### src/rtl/lsu_pkg.sv
// Shared encodings for the load/store unit: access sizes, FSM states, byte-lane masks.
package lsu_pkg;

  typedef enum logic [1:0] {
    SZ_BYTE = 2'b00,
    SZ_HALF = 2'b01,
    SZ_WORD = 2'b10
  } lsu_size_e;

  typedef enum logic [2:0] {
    S_IDLE,
    S_LD,
    S_LD_WAIT,
    S_ST,
    S_RMW_RD,
    S_RMW_MERGE,
    S_RMW_WR,
    S_ERR
  } lsu_state_e;

  localparam logic [3:0] LANES_BYTE = 4'b0001;
  localparam logic [3:0] LANES_HALF = 4'b0011;
  localparam logic [3:0] LANES_WORD = 4'b1111;

  // The spare encoding 2'b11 behaves as a word access.
  function automatic lsu_size_e norm_size(input logic [1:0] raw);
    return (raw == 2'b11) ? SZ_WORD : lsu_size_e'(raw);
  endfunction

  function automatic logic [3:0] lane_mask(input lsu_size_e size, input logic [1:0] a);
    case (size)
      SZ_BYTE: return LANES_BYTE << a;
      SZ_HALF: return LANES_HALF << a;
      default: return LANES_WORD;
    endcase
  endfunction

  function automatic logic is_misaligned(input lsu_size_e size, input logic [1:0] a);
    case (size)
      SZ_HALF: return a[0];
      SZ_WORD: return |a;
      default: return 1'b0;
    endcase
  endfunction

endpackage

### src/rtl/lsu_align.sv
// Combinational lane logic: load extraction/extension and sub-word store merge.
module lsu_align
  import lsu_pkg::*;
(
  input  lsu_size_e   size,
  input  logic        is_unsigned,
  input  logic [1:0]  addr_lo,
  input  logic [3:0]  lanes,
  input  logic [31:0] rdata,
  input  logic [15:0] wdata,
  output logic [31:0] load_data,
  output logic [31:0] merged
);

  logic [7:0]  byte_sel;
  logic [15:0] half_sel;
  logic [31:0] repl;
  logic [31:0] byte_en;

  always_comb begin
    byte_sel = rdata[7:0];
    case (addr_lo)
      2'd1:    byte_sel = rdata[15:8];
      2'd2:    byte_sel = rdata[23:16];
      2'd3:    byte_sel = rdata[31:24];
      default: byte_sel = rdata[7:0];
    endcase
    half_sel = addr_lo[1] ? rdata[31:16] : rdata[15:0];

    case (size)
      SZ_BYTE: load_data = is_unsigned ? {24'h0, byte_sel} : {{24{byte_sel[7]}}, byte_sel};
      SZ_HALF: load_data = is_unsigned ? {16'h0, half_sel} : {{16{half_sel[15]}}, half_sel};
      default: load_data = rdata;
    endcase
  end

  // Store data is replicated into every lane; the lane mask picks which ones land.
  always_comb begin
    repl    = (size == SZ_BYTE) ? {4{wdata[7:0]}} : {2{wdata}};
    byte_en = {{8{lanes[3]}}, {8{lanes[2]}}, {8{lanes[1]}}, {8{lanes[0]}}};
    merged  = (rdata & ~byte_en) | (repl & byte_en);
  end

endmodule

### src/rtl/load_store_unit.sv
// Load/store unit: CPU request to single-port word memory, with read-modify-write for sub-word stores.
// Optional LSU_MISALIGN_TRAP_EN: misaligned requests respond with resp_err instead of being truncated.
module load_store_unit
  import lsu_pkg::*;
#(
  parameter int ADDR_W = 32
) (
  input  logic              clk,
  input  logic              rst_n,
  input  logic              req_valid,
  input  logic              req_write,
  input  logic [1:0]        req_size,
  input  logic              req_unsigned,
  input  logic [ADDR_W-1:0] req_addr,
  input  logic [31:0]       req_wdata,
  output logic              req_ready,
  output logic              resp_valid,
  output logic [31:0]       resp_rdata,
  output logic              resp_err,
  output logic [31:0]       mem_addr,
  output logic [31:0]       mem_write_data,
  output logic              mem_memwrite,
  output logic              mem_memread,
  output logic [3:0]        mem_sign_mask,
  input  logic [31:0]       mem_read_data
);

  // state       | meaning
  // S_IDLE      | ready for a request
  // S_LD        | memread issued for a load
  // S_LD_WAIT   | read data valid, extract and respond
  // S_ST        | full-word memwrite
  // S_RMW_RD    | memread of the word under a sub-word store
  // S_RMW_MERGE | register read word with store lanes replaced
  // S_RMW_WR    | memwrite of merged word
  // S_ERR       | misaligned request, respond with error

  lsu_state_e        state_q, state_d;
  logic [ADDR_W-1:0] addr_q;
  lsu_size_e         size_q;
  logic              uns_q;
  logic [31:0]       wdata_q;
  logic [31:0]       merge_q;
  logic              resp_valid_q;
  logic [31:0]       resp_rdata_q;

  lsu_size_e         req_size_n;
  logic [ADDR_W-1:0] req_addr_aligned;
  logic              accept;
  logic              trap_req;
  logic              resp_done;
  logic [3:0]        lanes;
  logic [31:0]       load_data;
  logic [31:0]       merged;

  assign req_size_n = norm_size(req_size);
  assign req_ready  = (state_q == S_IDLE);
  assign accept     = req_valid && req_ready;

  always_comb begin
    req_addr_aligned = req_addr;
    case (req_size_n)
      SZ_HALF: req_addr_aligned[0]   = 1'b0;
      SZ_WORD: req_addr_aligned[1:0] = 2'b00;
      default: req_addr_aligned      = req_addr;
    endcase
  end

`ifdef LSU_MISALIGN_TRAP_EN
  assign trap_req = is_misaligned(req_size_n, req_addr[1:0]);
`else
  assign trap_req = 1'b0;
`endif

  always_comb begin
    state_d      = state_q;
    mem_memread  = 1'b0;
    mem_memwrite = 1'b0;
    case (state_q)
      S_IDLE: begin
        if (accept) begin
          if (trap_req)                 state_d = S_ERR;
          else if (!req_write)          state_d = S_LD;
          else if (req_size_n == SZ_WORD) state_d = S_ST;
          else                          state_d = S_RMW_RD;
        end
      end
      S_LD: begin
        mem_memread = 1'b1;
        state_d     = S_LD_WAIT;
      end
      S_LD_WAIT:   state_d = S_IDLE;
      S_ST: begin
        mem_memwrite = 1'b1;
        state_d      = S_IDLE;
      end
      S_RMW_RD: begin
        mem_memread = 1'b1;
        state_d     = S_RMW_MERGE;
      end
      S_RMW_MERGE: state_d = S_RMW_WR;
      S_RMW_WR: begin
        mem_memwrite = 1'b1;
        state_d      = S_IDLE;
      end
      S_ERR:       state_d = S_IDLE;
      default:     state_d = S_IDLE;
    endcase
  end

  assign resp_done = (state_q == S_LD_WAIT) || (state_q == S_ST) ||
                     (state_q == S_RMW_WR)  || (state_q == S_ERR);

  assign lanes    = lane_mask(size_q, addr_q[1:0]);
  assign mem_addr = 32'(addr_q >> 2);

  // Lane mask and write data stay quiet outside an actual memory access.
  always_comb begin
    mem_sign_mask  = (mem_memread || mem_memwrite) ? lanes : 4'b0000;
    mem_write_data = 32'h0;
    if (state_q == S_ST)     mem_write_data = wdata_q;
    if (state_q == S_RMW_WR) mem_write_data = merge_q;
  end

  lsu_align u_align (
    .size        (size_q),
    .is_unsigned (uns_q),
    .addr_lo     (addr_q[1:0]),
    .lanes       (lanes),
    .rdata       (mem_read_data),
    .wdata       (wdata_q[15:0]),
    .load_data   (load_data),
    .merged      (merged)
  );

  always_ff @(posedge clk or negedge rst_n) begin
    if (!rst_n) begin
      state_q      <= S_IDLE;
      addr_q       <= '0;
      size_q       <= SZ_BYTE;
      uns_q        <= 1'b0;
      wdata_q      <= 32'h0;
      merge_q      <= 32'h0;
      resp_valid_q <= 1'b0;
      resp_rdata_q <= 32'h0;
    end else begin
      state_q <= state_d;
      if (accept) begin
        addr_q  <= req_addr_aligned;
        size_q  <= req_size_n;
        uns_q   <= req_unsigned;
        wdata_q <= req_wdata;
      end
      if (state_q == S_RMW_MERGE) merge_q <= merged;
      resp_valid_q <= resp_done;
      if (state_q == S_LD_WAIT) resp_rdata_q <= load_data;
      else if (resp_done)       resp_rdata_q <= 32'h0;
    end
  end

  assign resp_valid = resp_valid_q;
  assign resp_rdata = resp_rdata_q;

`ifdef LSU_MISALIGN_TRAP_EN
  logic resp_err_q;
  always_ff @(posedge clk or negedge rst_n) begin
    if (!rst_n) resp_err_q <= 1'b0;
    else        resp_err_q <= (state_q == S_ERR);
  end
  assign resp_err = resp_err_q;
`else
  assign resp_err = 1'b0;
`endif

endmodule

### config.mk
export PLATFORM = sky130hd
export DESIGN_NAME = load_store_unit
export DESIGN_NICKNAME = d
export VERILOG_FILES = /design/src/rtl/lsu_pkg.sv /design/src/rtl/lsu_align.sv /design/src/rtl/load_store_unit.sv
export SDC_FILE = /design/constraint.sdc
export NUM_CORES = 1
export LEC_CHECK = 0
export ABC_CLOCK_PERIOD_IN_PS = 3600
export BUFFER_PORTS_ARGS = -buffer_cell sky130_fd_sc_hd__buf_2
export CAP_MARGIN = 20
export CELL_PAD_IN_SITES_DETAIL_PLACEMENT = 2
export CELL_PAD_IN_SITES_GLOBAL_PLACEMENT = 2
export CORE_MARGIN = 3
export CORE_UTILIZATION = 35
export DETAILED_ROUTE_END_ITERATION = 16
export HOLD_SLACK_MARGIN = 0.08
export PLACE_DENSITY_LB_ADDON = 0.1
export SLEW_MARGIN = 20
export SYNTH_ARGS = -nofsm -noshare
export SYNTH_HDL_FRONTEND = slang
export SYNTH_SLANG_ARGS = --single-unit
### constraint.sdc
create_clock -name clk -period 3.6 [get_ports clk]
set_input_delay 0.9 -clock clk [delete_from_list [all_inputs] [get_ports clk]]
set_output_delay 0.9 -clock clk [all_outputs]
set_load 0.02 [all_outputs]
==> results of run 1 <==
## final cells by class
| cell class | count | share of cell area |
|---|---|---|
| timing repair buffer | 217 | 0.139 |
| clock buffer | 18 | 0.0523 |
| sequential | 135 | 0.412 |
| clock inverter | 14 | 0.0154 |
| inverter | 6 | 0.00275 |
| multi-input combinational | 362 | 0.344 |
| tap | 229 | 0.0349 |
## worst register-to-register path, stage by stage, from the launching register on
cell      delay [ns]
dfrtp_1         0.85
clkinv_1        0.47
a21oi_1         0.30
buf_4           0.25
mux2i_1         0.20
o21ai_0         0.13
## worst max-delay path by stage
| stage | start | endpoint | slack [ns] | depth (start not counted) |
|---|---|---|---|---|
| after floorplan | state_q[2] | mem_write_data[10] | 1.35 | 6 |
| after global placement | addr_q[1] | mem_sign_mask[1] | 0.92 | 4 |
| after detailed placement | addr_q[1] | mem_sign_mask[1] | 0.85 | 4 |
| after CTS | addr_q[1] | mem_sign_mask[1] | 0.39 | 4 |
| after global routing | addr_q[1] | mem_sign_mask[1] | 0.23 | 4 |
| final | addr_q[1] | mem_sign_mask[1] | 0.40 | 4 |
## report_power, final
| part | internal, mW | switching (mW) | total, mW |
|---|---|---|---|
| sequential | 2.21 | 0.567 | 2.78 |
| clock | 0.954 | 0.711 | 1.67 |
| combinational | 1.52 | 2.14 | 3.67 |
| total | 4.69 | 3.42 | 8.11 |
## cell usage after synthesis, drive strengths merged
master	count
o21ai	46
a22o	38
mux2	73
o221ai	6
and3	17
a21oi	11
o2bb2ai	2
nand2	50
nor3b	2
or3	1
a211oi	1
clkinv	1
nand2b	3
a22oi	14
or2	1
a211o	16
nand3b	2
and2	1
mux2i	40
nor2	10
a41oi	1
conb	1
buf	59
o21a	9
nor2b	4
nor3	5
xnor2	1
and3b	1
nand3	3
inv	5
clkbuf	17
o31a	1
dfrtp	135
## metal layers
layer  vias to the layer above  part of all wire  wire length, µm
met5                         -                 0                0
met4                         0             0.020              471
met3                        31             0.050             1160
met2                       172              0.51            11700
met1                      2654              0.42             9770
li1                       2376                 -                -
## logic make-up (layout without fill, tap and decap cells)
| logic type | Yosys count | after routing | synth area share |
|---|---|---|---|
| muxes | 113 | 113 | 0.184 |
| other | 1 | 3 | 0.000561 |
| AOI/OAI and AO/OA | 145 | 145 | 0.158 |
| DFF | 135 | 135 | 0.506 |
| xor gates and xnor gates | 1 | 1 | 0.00131 |
| and+or+nand+nor | 100 | 100 | 0.0751 |
| buffers and inverters | 82 | 255 | 0.0751 |
## through the flow
step,worst slack [ns],instances
after global routing,0.226,981
final,0.397,981
after CTS,0.385,981
after floorplan,1.35,579
after detailed placement,0.845,949
after global placement,0.924,949
## cells in the final DEF (no fill, tap or decap), types with 6 or more instances in the layout
cell type / synthesis / final
buf_2: 13 / 203
dfrtp_1: 135 / 135
mux2_2: 71 / 71
nand2_1: 50 / 50
o21ai_0: 45 / 45
mux2i_1: 40 / 40
a22o_1: 38 / 38
and3_1: 17 / 17
clkbuf_16: 0 / 17
a211o_1: 16 / 16
a22oi_1: 13 / 13
buf_4: 43 / 12
a21oi_1: 10 / 10
nor2_1: 9 / 9
o21a_1: 9 / 9
o221ai_1: 6 / 6
## flip-flops by register name (all words and copies together) (netlist names)
register / cells
merge_q: 32
addr_q: 32
state_q: 3
size_q: 2
uns_q: 1
wdata_q: 32
resp_rdata: 32
resp_valid: 1
==> summary.md, run 1 <==
| Metric | Value |
|---|---|
| Max-cap violations | `0` |
| Grt peak-use layer | `met2` |
| DRT Pass-1 Iters | `4` |
| Sequential share of the synthesized area | `0.506` |
| Crit share post-route | `0.890` |
| Input/output buffers | `204` |
| WP data arrival | `roughly 2.3 ns` |
| Top delay family on crit path | `flip-flops` |
| Core outline area | `0.0183 mm²` |
| RSZ-0062 raised after global routing | `false` |
| Site row count | `49` |
| Max Freq | `between 300 and 400 MHz` |
| First-pass GRT wire length | `roughly 35000 µm` |
| Mean Syn Cell Area | `11.6 µm²` |
| Synthesized area | `0.00668 mm²` |
| Initial Util | `0.364` |
| Area contributors post-synth | `dfrtp_1 (51%), mux2_2 (12%), mux2i_1 (6.0%), a22o_1 (5.0%), buf_4 (4.8%)` |
| DRT iter0 DRCs | `196` |
| Fin crit period | `about 3.2 ns` |
| Post-synth top area share | `0.506` |
| Reg-to-Reg Start | `addr_q[1]` |
| Final core utilization | `0.448` |
| Later-pin clock latency in the skew report | `0.42 ns` |
| Total grt overflow | `0` |
| Antenna Nets Post-Route | `0` |
| Area delta synth->final | `22.8%` |
| Die footprint | `0.0208 mm²` |
| Die W | `144 µm` |
| Longest Clk Path Bufs | `2` |
| Relative slew slack | `0.349` |
| Total Power | `roughly 8.1 mW` |
| Vias in the first global route | `5886` |
| Clock root cell | `clkbuf_16` |
| Final nets | `842` |
| Vias per cell | `about 5.3` |
| Slew Viols, Final | `0` |
| Crit path cell chain | `clkinv_1 > a21oi_1 > nor2_1 > buf_2` |
| Largest net degree at the start of global routing | `69` |
| CTS tree | `built` |
| Post-CTS resize count | `0` |
| Startpoint Class | `flop` |
| Count of cell types in the netlist | `45` |
| Clk_skew | `approximately 0.0073 ns` |
| Clock transition at the registers of the reported paths | `0.06 ns` |
| Critical path endpoint category | `output port` |
| Cell Area, Placed | `0.00765 mm²` |
| Final hold violation count | `0` |
| HP Class | `primary input to asynchronous set/reset pin` |
| Number of diodes | `0` |
| Worst path slowest cell | `dfrtp_1` |
| Slew @ Worst Pin | `just under 1 ns` |
| YS warnings | `0` |
| Grt met3 use | `0.0430` |
| Die height | `144 µm` |
| Req. time, crit path | `2.70 ns` |
| Critical R2R Capture | `merge_q[11]` |
| GR met1 Demand/Resource | `0.283` |
| Buf+Inv Stages, Crit Path | `2` |
| Gr usage total | `0.226` |
| Status | `complete, no violations` |
| Leak Pwr | `4.21 nW` |
| Critical path type | `flop to output port` |
| Postcts setup bufs | `0` |
| Worst R2R Setup Slack | `between 1 and 1.5 ns` |
| Grt met2 use | `0.395` |
| Area of the multi-input gates | `0.00282 mm²` |
| Vias | `roughly 5200` |
| IO Count | `208` |
| Setup TNS Final | `0 ns` |
| Hold_buf cts | `0` |
| Worst r2r path cells | `5` |
| # DRC | `0` |
| Clk sinks | `135` |
| Initial antenna violation count | `0` |
| Synth Register Bits | `135` |
| Number of fill cells | `1930` |
| Layout cell share with drive strength beyond 1 | `0.444` |
| Hold slack | `between 0.4 and 0.5 ns` |
| # setup viols final | `0` |
| Synth Instances | `577` |
| Routed wire length | `23100 µm` |
| Crit-path max FO | `18` |
| Crit-path max cell delay | `0.85 ns` |
| Avg WL per Cell | `23.6 µm` |
| Max VDD drop | `0.000442 V` |
| PD cells | `989 mW/mm²` |
| # H-tree levels | `4` |
| Dominant cell type by area after synthesis | `dfrtp_1` |
| DP HPWL | `17100 µm` |
| Finished Cell Area | `0.00820 mm²` |
| Placer Congestion | `0.882` |
| TritonCTS Buffers | `17` |
| Reg area | `0.00338 mm²` |
Power figures use the tool's default switching activity.
==> inputs of run 2 (changes only) <==
--- a/config.mk
+++ b/config.mk
@@ -5,13 +5,13 @@
 export SDC_FILE = /design/constraint.sdc
 export NUM_CORES = 1
 export LEC_CHECK = 0
-export ABC_CLOCK_PERIOD_IN_PS = 3600
+export ABC_CLOCK_PERIOD_IN_PS = 2700
 export BUFFER_PORTS_ARGS = -buffer_cell sky130_fd_sc_hd__buf_2
 export CAP_MARGIN = 20
 export CELL_PAD_IN_SITES_DETAIL_PLACEMENT = 2
 export CELL_PAD_IN_SITES_GLOBAL_PLACEMENT = 2
 export CORE_MARGIN = 3
-export CORE_UTILIZATION = 35
+export CORE_UTILIZATION = 29
 export DETAILED_ROUTE_END_ITERATION = 16
 export HOLD_SLACK_MARGIN = 0.08
 export PLACE_DENSITY_LB_ADDON = 0.1
==> constraint.sdc (replaced) <==
create_clock -name clk -period 2.7 [get_ports clk]
set_input_delay 0.675 -clock clk [delete_from_list [all_inputs] [get_ports clk]]
set_output_delay 0.675 -clock clk [all_outputs]
set_load 0.02 [all_outputs]
==> run 2 against run 1 <==
  * Clock power up 47%
  * Routed wire length up 1.4%
  * Non-clock buffer count up 7
  * Utilization down 7.0 points
  * Total power up 37%
==> summary.md, run 2 (synthesized netlist as in run 1, its figures left out) <==
| Metric | Value |
|---|---|
| Die height | `158 µm` |
| Area delta synth->final | `25.8%` |
| Slew Viols, Final | `0` |
| Clock transition at the registers of the reported paths | `roughly 0.06 ns` |
| Antenna Nets Post-Route | `0` |
| # H-tree levels | `4` |
| # DRC | `0` |
| Crit share post-route | `0.943` |
| Leak Pwr | `4.27 nW` |
| Final core utilization | `0.378` |
| Relative slew slack | `0.374` |
| Setup WS post-layout | `0.154 ns` |
| Cell Area, Placed | `0.00777 mm²` |
| Longest Clk Path Bufs | `2` |
| Final nets | `849` |
| Later-pin clock latency in the skew report | `0.42 ns` |
| Most common cell after layout, fill and taps aside | `buf_2` |
| Core outline area | `~0.022 mm²` |
| Setup WS pre-CTS | `0.406 ns` |
| Avg WL per Cell | `22.6 µm` |
| Number of diodes | `0` |
| Startpoint Class | `flop` |
| Vias | `~5300` |
| Number of fill cells | `2380` |
| HP Class | `primary input to asynchronous set/reset pin` |
| WP data arrival | `around 1.9 ns` |
| Setup TNS Final | `0 ns` |
| Status | `complete, no violations` |
| Initial antenna violation count | `0` |
| Total Power | `about 11 mW` |
| Total grt overflow | `0` |
| Gr usage total | `0.191` |
| Postcts setup bufs | `0` |
| Crit-path max FO | `32` |
| IO Count | `208` |
| Req. time, crit path | `2.03 ns` |
| Fin crit period | `between 2 and 3 ns` |
| First-pass GRT wire length | `35900 µm` |
| Clk_skew | `0.00642 ns` |
| Placed cells | `1007` |
| Vias in the first global route | `5835` |
| Max-cap violations | `0` |
| Final hold violation count | `0` |
| Die footprint | `0.0249 mm²` |
| Clk sinks | `~140` |
| Initial Util | `0.300` |
| Hold slack | `0.189 ns` |
| Vias per cell | `5.11` |
| CTS tree | `built` |
| Crit-path max cell delay | `0.48 ns` |
| Clock root cell | `clkbuf_16` |
| Placer Congestion | `0.853` |
| PD cells | `approximately 1300 mW/mm²` |
| Critical path endpoint category | `output port` |
| Final Instance Count excl. Fillers | `1039` |
| # setup viols final | `0` |
| Die W | `158 µm` |
| Max Freq | `393 MHz` |
| Routed wire length | `roughly 23000 µm` |
| Max VDD drop | `0.000427 V` |
| Slew @ Worst Pin | `0.934 ns` |
| Layout cell share with drive strength beyond 1 | `0.451` |
| Critical path type | `flop to output port` |
| Finished Cell Area | `0.00840 mm²` |
| Commonest cells after routing, fill and taps aside | `buf_2 (203), dfrtp_1 (134), mux2_2 (71), nand2_1 (50), o21ai_0 (45)` |
| DRT iter0 DRCs | `237` |
| Largest net degree at the start of global routing | `65` |
| Site row count | `54` |
| Hold_buf cts | `0` |
| Worst path slowest cell | `dfrtp_2` |
| DP HPWL | `17900 µm` |
| TritonCTS Buffers | `17` |
| Input/output buffers | `204` |
| DRT Pass-1 Iters | `5` |
| RSZ-0062 raised after global routing | `false` |
| Crit path cell chain | `inv_1 > and3_1 > buf_12 > a22o_1 > buf_2` |
run 2: changes by cell type in the layout (fill, tap and decap cells not counted), sizes merged:
cell,before,now
clkinv,9,5
buf,217,224
bufinv,1,3
inv,8,11
clkbuf,18,17
run 2: final timing paths:
path,startpoint,endpoint,slack [ns],depth (start not counted)
max in group asynchronous,rst_n,wdata_q[11],1.85,2
max,state_q[2],mem_write_data[15],0.15,5
min reg2reg,merge_q[15],merge_q[15],0.48,2
max reg2reg,size_q[0],merge_q[25],0.58,4
min in group clk,req_addr[7],addr_q[7],0.48,2
min,rst_n,addr_q[10],0.19,1
run 2: routing by layer:
metal	wire length (µm)	global-route usage	vias to the layer above	share of wire
met5	0	0	-	0
met4	350	0.0550	0	0.015
li1	-	-	2392	-
met2	11100	0.305	171	0.47
met3	1240	0.0303	20	0.053
met1	10800	0.270	2722	0.46
run 2: area by class of cell:
| type | count | area [µm²] | share of cell area |
|---|---|---|---|
| tap | 280 | 350 | 0.0417 |
| sequential | 135 | 3380 | 0.402 |
| multi-input combinational | 362 | 2820 | 0.336 |
| clock inverter | 15 | 189 | 0.0225 |
| timing repair buffer | 224 | 1210 | 0.145 |
| clock buffer | 17 | 425 | 0.0506 |
| inverter | 6 | 22.5 | 0.00268 |
run 2: where the power goes:
group	switching (mW)	internal (mW)
clock	0.984	1.47
combinational	2.92	2.09
sequential	0.728	2.95
total	4.63	6.52
run 2: worst max-delay path: cells and delay by family, from the launching register on:
kind	cells	cell delay, ns
simple gates	1	0.23
compound gates	1	0.18
flops	1	0.48
buf+inv	3	0.54
run 2: timing repair:
action,4_1_cts,5_1_grt
pin swaps,0,0
gates resized for setup,1,3
cloned,0,0
setup endpoints to repair,32,32
==> inputs of run 3 (changes only) <==
--- a/config.mk
+++ b/config.mk
@@ -11,11 +11,12 @@
 export CELL_PAD_IN_SITES_DETAIL_PLACEMENT = 2
 export CELL_PAD_IN_SITES_GLOBAL_PLACEMENT = 2
 export CORE_MARGIN = 3
-export CORE_UTILIZATION = 29
+export CORE_UTILIZATION = 30
 export DETAILED_ROUTE_END_ITERATION = 16
 export HOLD_SLACK_MARGIN = 0.08
 export PLACE_DENSITY_LB_ADDON = 0.1
 export SLEW_MARGIN = 20
 export SYNTH_ARGS = -nofsm -noshare
 export SYNTH_HDL_FRONTEND = slang
+export SYNTH_HIERARCHICAL = 1
 export SYNTH_SLANG_ARGS = --single-unit
==> run 3 against run 2 <==
  * Routed wire length is 1.1% lower
  * Cell area is 4.2% higher
  * Critical path type unchanged
  * Fmax is 0.11% lower
  * Global-route usage is 0.57 points lower
  * Clock power hardly changed
  * Worst hold slack better by 0.035 ns
  * Combinational power is 6.0% higher
  * Sequential share of layout area is 1.6 points lower
==> summary.md, run 3 <==
| Metric | Value |
|---|---|
| Reg-to-Reg Start | `size_q[1]` |
| Placer Congestion | `0.822` |
| Synth Instances | `613` |
| Worst path slowest cell | `dfrtp_2` |
| Most common cell after layout, fill and taps aside | `buf_2` |
| Slew Viols, Final | `0` |
| Commonest cells after routing, fill and taps aside | `buf_2 (203), dfrtp_1 (133), mux2_2 (92), nand2_1 (65), inv_1 (37)` |
| Post-synth top area share | `0.479` |
| Synth Register Bits | `135` |
| Gr usage total | `0.186` |
| DRT iter0 DRCs | `219` |
| Count of cell types in the netlist | `44` |
| IO Count | `about 210` |
| Buf+Inv Stages, Crit Path | `3` |
| Setup TNS Final | `0 ns` |
| Hold slack | `0.224 ns` |
| CTS tree | `built` |
| Vias per cell | `4.82` |
| Clk_skew | `0.0123 ns` |
| Site row count | `55` |
| Grt peak-use layer | `met2` |
| Area contributors post-synth | `dfrtp_1 (48%), mux2_2 (15%), mux2_4 (4.5%), a22o_1 (4.0%), buf_4 (3.5%)` |
| Dominant cell type by area after synthesis | `dfrtp_1` |
| Cell with the most instances after synthesis | `dfrtp_1` |
| Final hold violation count | `0` |
| Async S/R FF share, synth | `1.00` |
| Clock root cell | `clkbuf_16` |
| Slew @ Worst Pin | `about 0.65 ns` |
| Initial Util | `0.309` |
| Die height | `159 µm` |
| Vias in the first global route | `~6000` |
| Max VDD drop | `roughly 0.00055 V` |
| Total grt overflow | `0` |
| Worst r2r path cells | `4` |
| # setup viols final | `0` |
| Status | `complete, no violations` |
| Largest net degree at the start of global routing | `62` |
| Input/output buffers | `204` |
| # DRC | `0` |
| Clock transition at the registers of the reported paths | `0.06 ns` |
| Antenna Nets Post-Route | `0` |
| WP data arrival | `1.87 ns` |
| Post-synth top cells | `dfrtp_1 (135), mux2_2 (92), nand2_1 (65), inv_1 (37)` |
| DP HPWL | `around 18000 µm` |
| Critical path endpoint category | `output port` |
| Critical R2R Capture | `merge_q[4]` |
| Routed wire length | `23200 µm` |
| Later-pin clock latency in the skew report | `0.42 ns` |
| Grt met3 use | `0.0403` |
| RSZ-0062 raised after global routing | `false` |
| Top delay family on crit path | `buffers and inverters` |
| Crit path cell chain | `inv_1 > nor3b_2 > buf_6 > a22o_1 > buf_2` |
| Critical path type | `flop to output port` |
| Postcts setup bufs | `0` |
| Initial antenna violation count | `2` |
| Area delta synth->final | `24.0%` |
| Leak Pwr | `4.18 nW` |
| Max Freq | `392 MHz` |
| Vias | `5349` |
| Die footprint | `0.0254 mm²` |
| Synthesized area | `0.00706 mm²` |
| Worst R2R Setup Slack | `0.71 ns` |
| Grt met2 use | `0.305` |
| Clk sinks | `135` |
| Longest Clk Path Bufs | `2` |
| YS warnings | `6` |
| Crit-path max FO | `32` |
| Startpoint Class | `flop` |
| Req. time, crit path | `about 2.0 ns` |
| Post-synth EDFFs | `0` |
| CP Depth | `5` |
| Layout cell share with drive strength beyond 1 | `0.487` |
| Avg WL per Cell | `20.9 µm` |
| Crit-path max cell delay | `0.47 ns` |
| Crit share post-route | `0.944` |
| Core outline area | `0.0228 mm²` |
| Final nets | `886` |
| Max-cap violations | `0` |
| Number of fill cells | `2468` |
| Sequential share of the synthesized area | `0.479` |
| First-pass GRT wire length | `~37000 µm` |
| GR met1 Demand/Resource | `0.246` |
| # H-tree levels | `4` |
| Mean Syn Cell Area | `roughly 12 µm²` |
| HP Class | `primary input to asynchronous set/reset pin` |
| PD cells | `1330 mW/mm²` |
| Relative slew slack | `0.564` |
| TritonCTS Buffers | `17` |
| Most used DFF post-synth | `dfrtp_1` |
| Die W | `159 µm` |
| DRT Pass-1 Iters | `4` |
| Fin crit period | `~2.5 ns` |
run 3: cell types whose count changed after synthesis, moves of 9 or more:
cell and delta:
mux2_2 +21, o21a_1 -9, mux2i_1 -32, and3_1 -16, o21ai_0 -9, nand2_1 +15, mux2_4 +19, a22oi_1 -12
a211o_1 -15, buf_4 -10, nor2_1 +27, inv_1 +33, buf_6 +10
run 3: how the worst max path moves through the flow:
stage | startpoint | endpoint
2_1_floorplan | state_q[2] | mem_write_data[10]
3_3_place_gp | state_q[2] | mem_write_data[5]
3_5_place_dp | state_q[2] | mem_write_data[11]
4_1_cts | state_q[2] | mem_write_data[11]
5_1_grt | state_q[2] | mem_write_data[7]
6_report | state_q[2] | mem_write_data[23]
run 3: power by group:
group | switching (mW) | internal (mW) | leakage (nW)
Sequential | 0.868 | 3.05 | 1.63
Combinational | 2.95 | 2.36 | 2.25
Clock | 0.949 | 1.49 | 0.291
run 3: routing by layer:
| metal | part of all wire | wire length (µm) |
|---|---|---|
| met1 | 0.45 | 10500 |
| met2 | 0.49 | 11300 |
| met3 | 0.043 | 998 |
| met4 | 0.017 | 403 |
| met5 | 0.00056 | 13 |
run 3: cell type report:
cell class | count | area [µm²] | share of cell area
repair buffers | 223 | 1200 | 0.137
multi-input cells | 369 | 3030 | 0.346
well taps | 313 | 392 | 0.0447
inverters | 37 | 139 | 0.0159
flip-flops and latches | 135 | 3380 | 0.386
diodes | 1 | 2.50 | 0.000286
clock buffers | 19 | 443 | 0.0506
clock inverters | 13 | 170 | 0.0194
run 3: cells by family after synthesis:
family,Yosys count,share of synthesized area
xor+xnor,1,0.00124
simple gates,125,0.0833
flops,135,0.479
buf+inv,111,0.0954
compound gates,111,0.113
other cells,1,0.000531
mux,129,0.228
run 3: timing repair:
item	4_1_cts	5_1_grt
hold buffers	0	0
cloned	0	0
resized for setup	1	3
endpoints found under the setup margin	32	32
run 3: metrics by stage:
stage               setup WS, ns  power, mW  std cells  utilization  area, µm²
finish                     0.152       11.7       1110        0.383       8750
global route              0.0370       12.5       1110        0.383       8750
CTS                       0.0146       11.9       1109        0.383       8750
detailed placement         0.422       9.33       1077        0.356       8130
global placement           0.537       9.13       1077        0.356       8130
floorplan                  0.605       7.86        615            -       7070
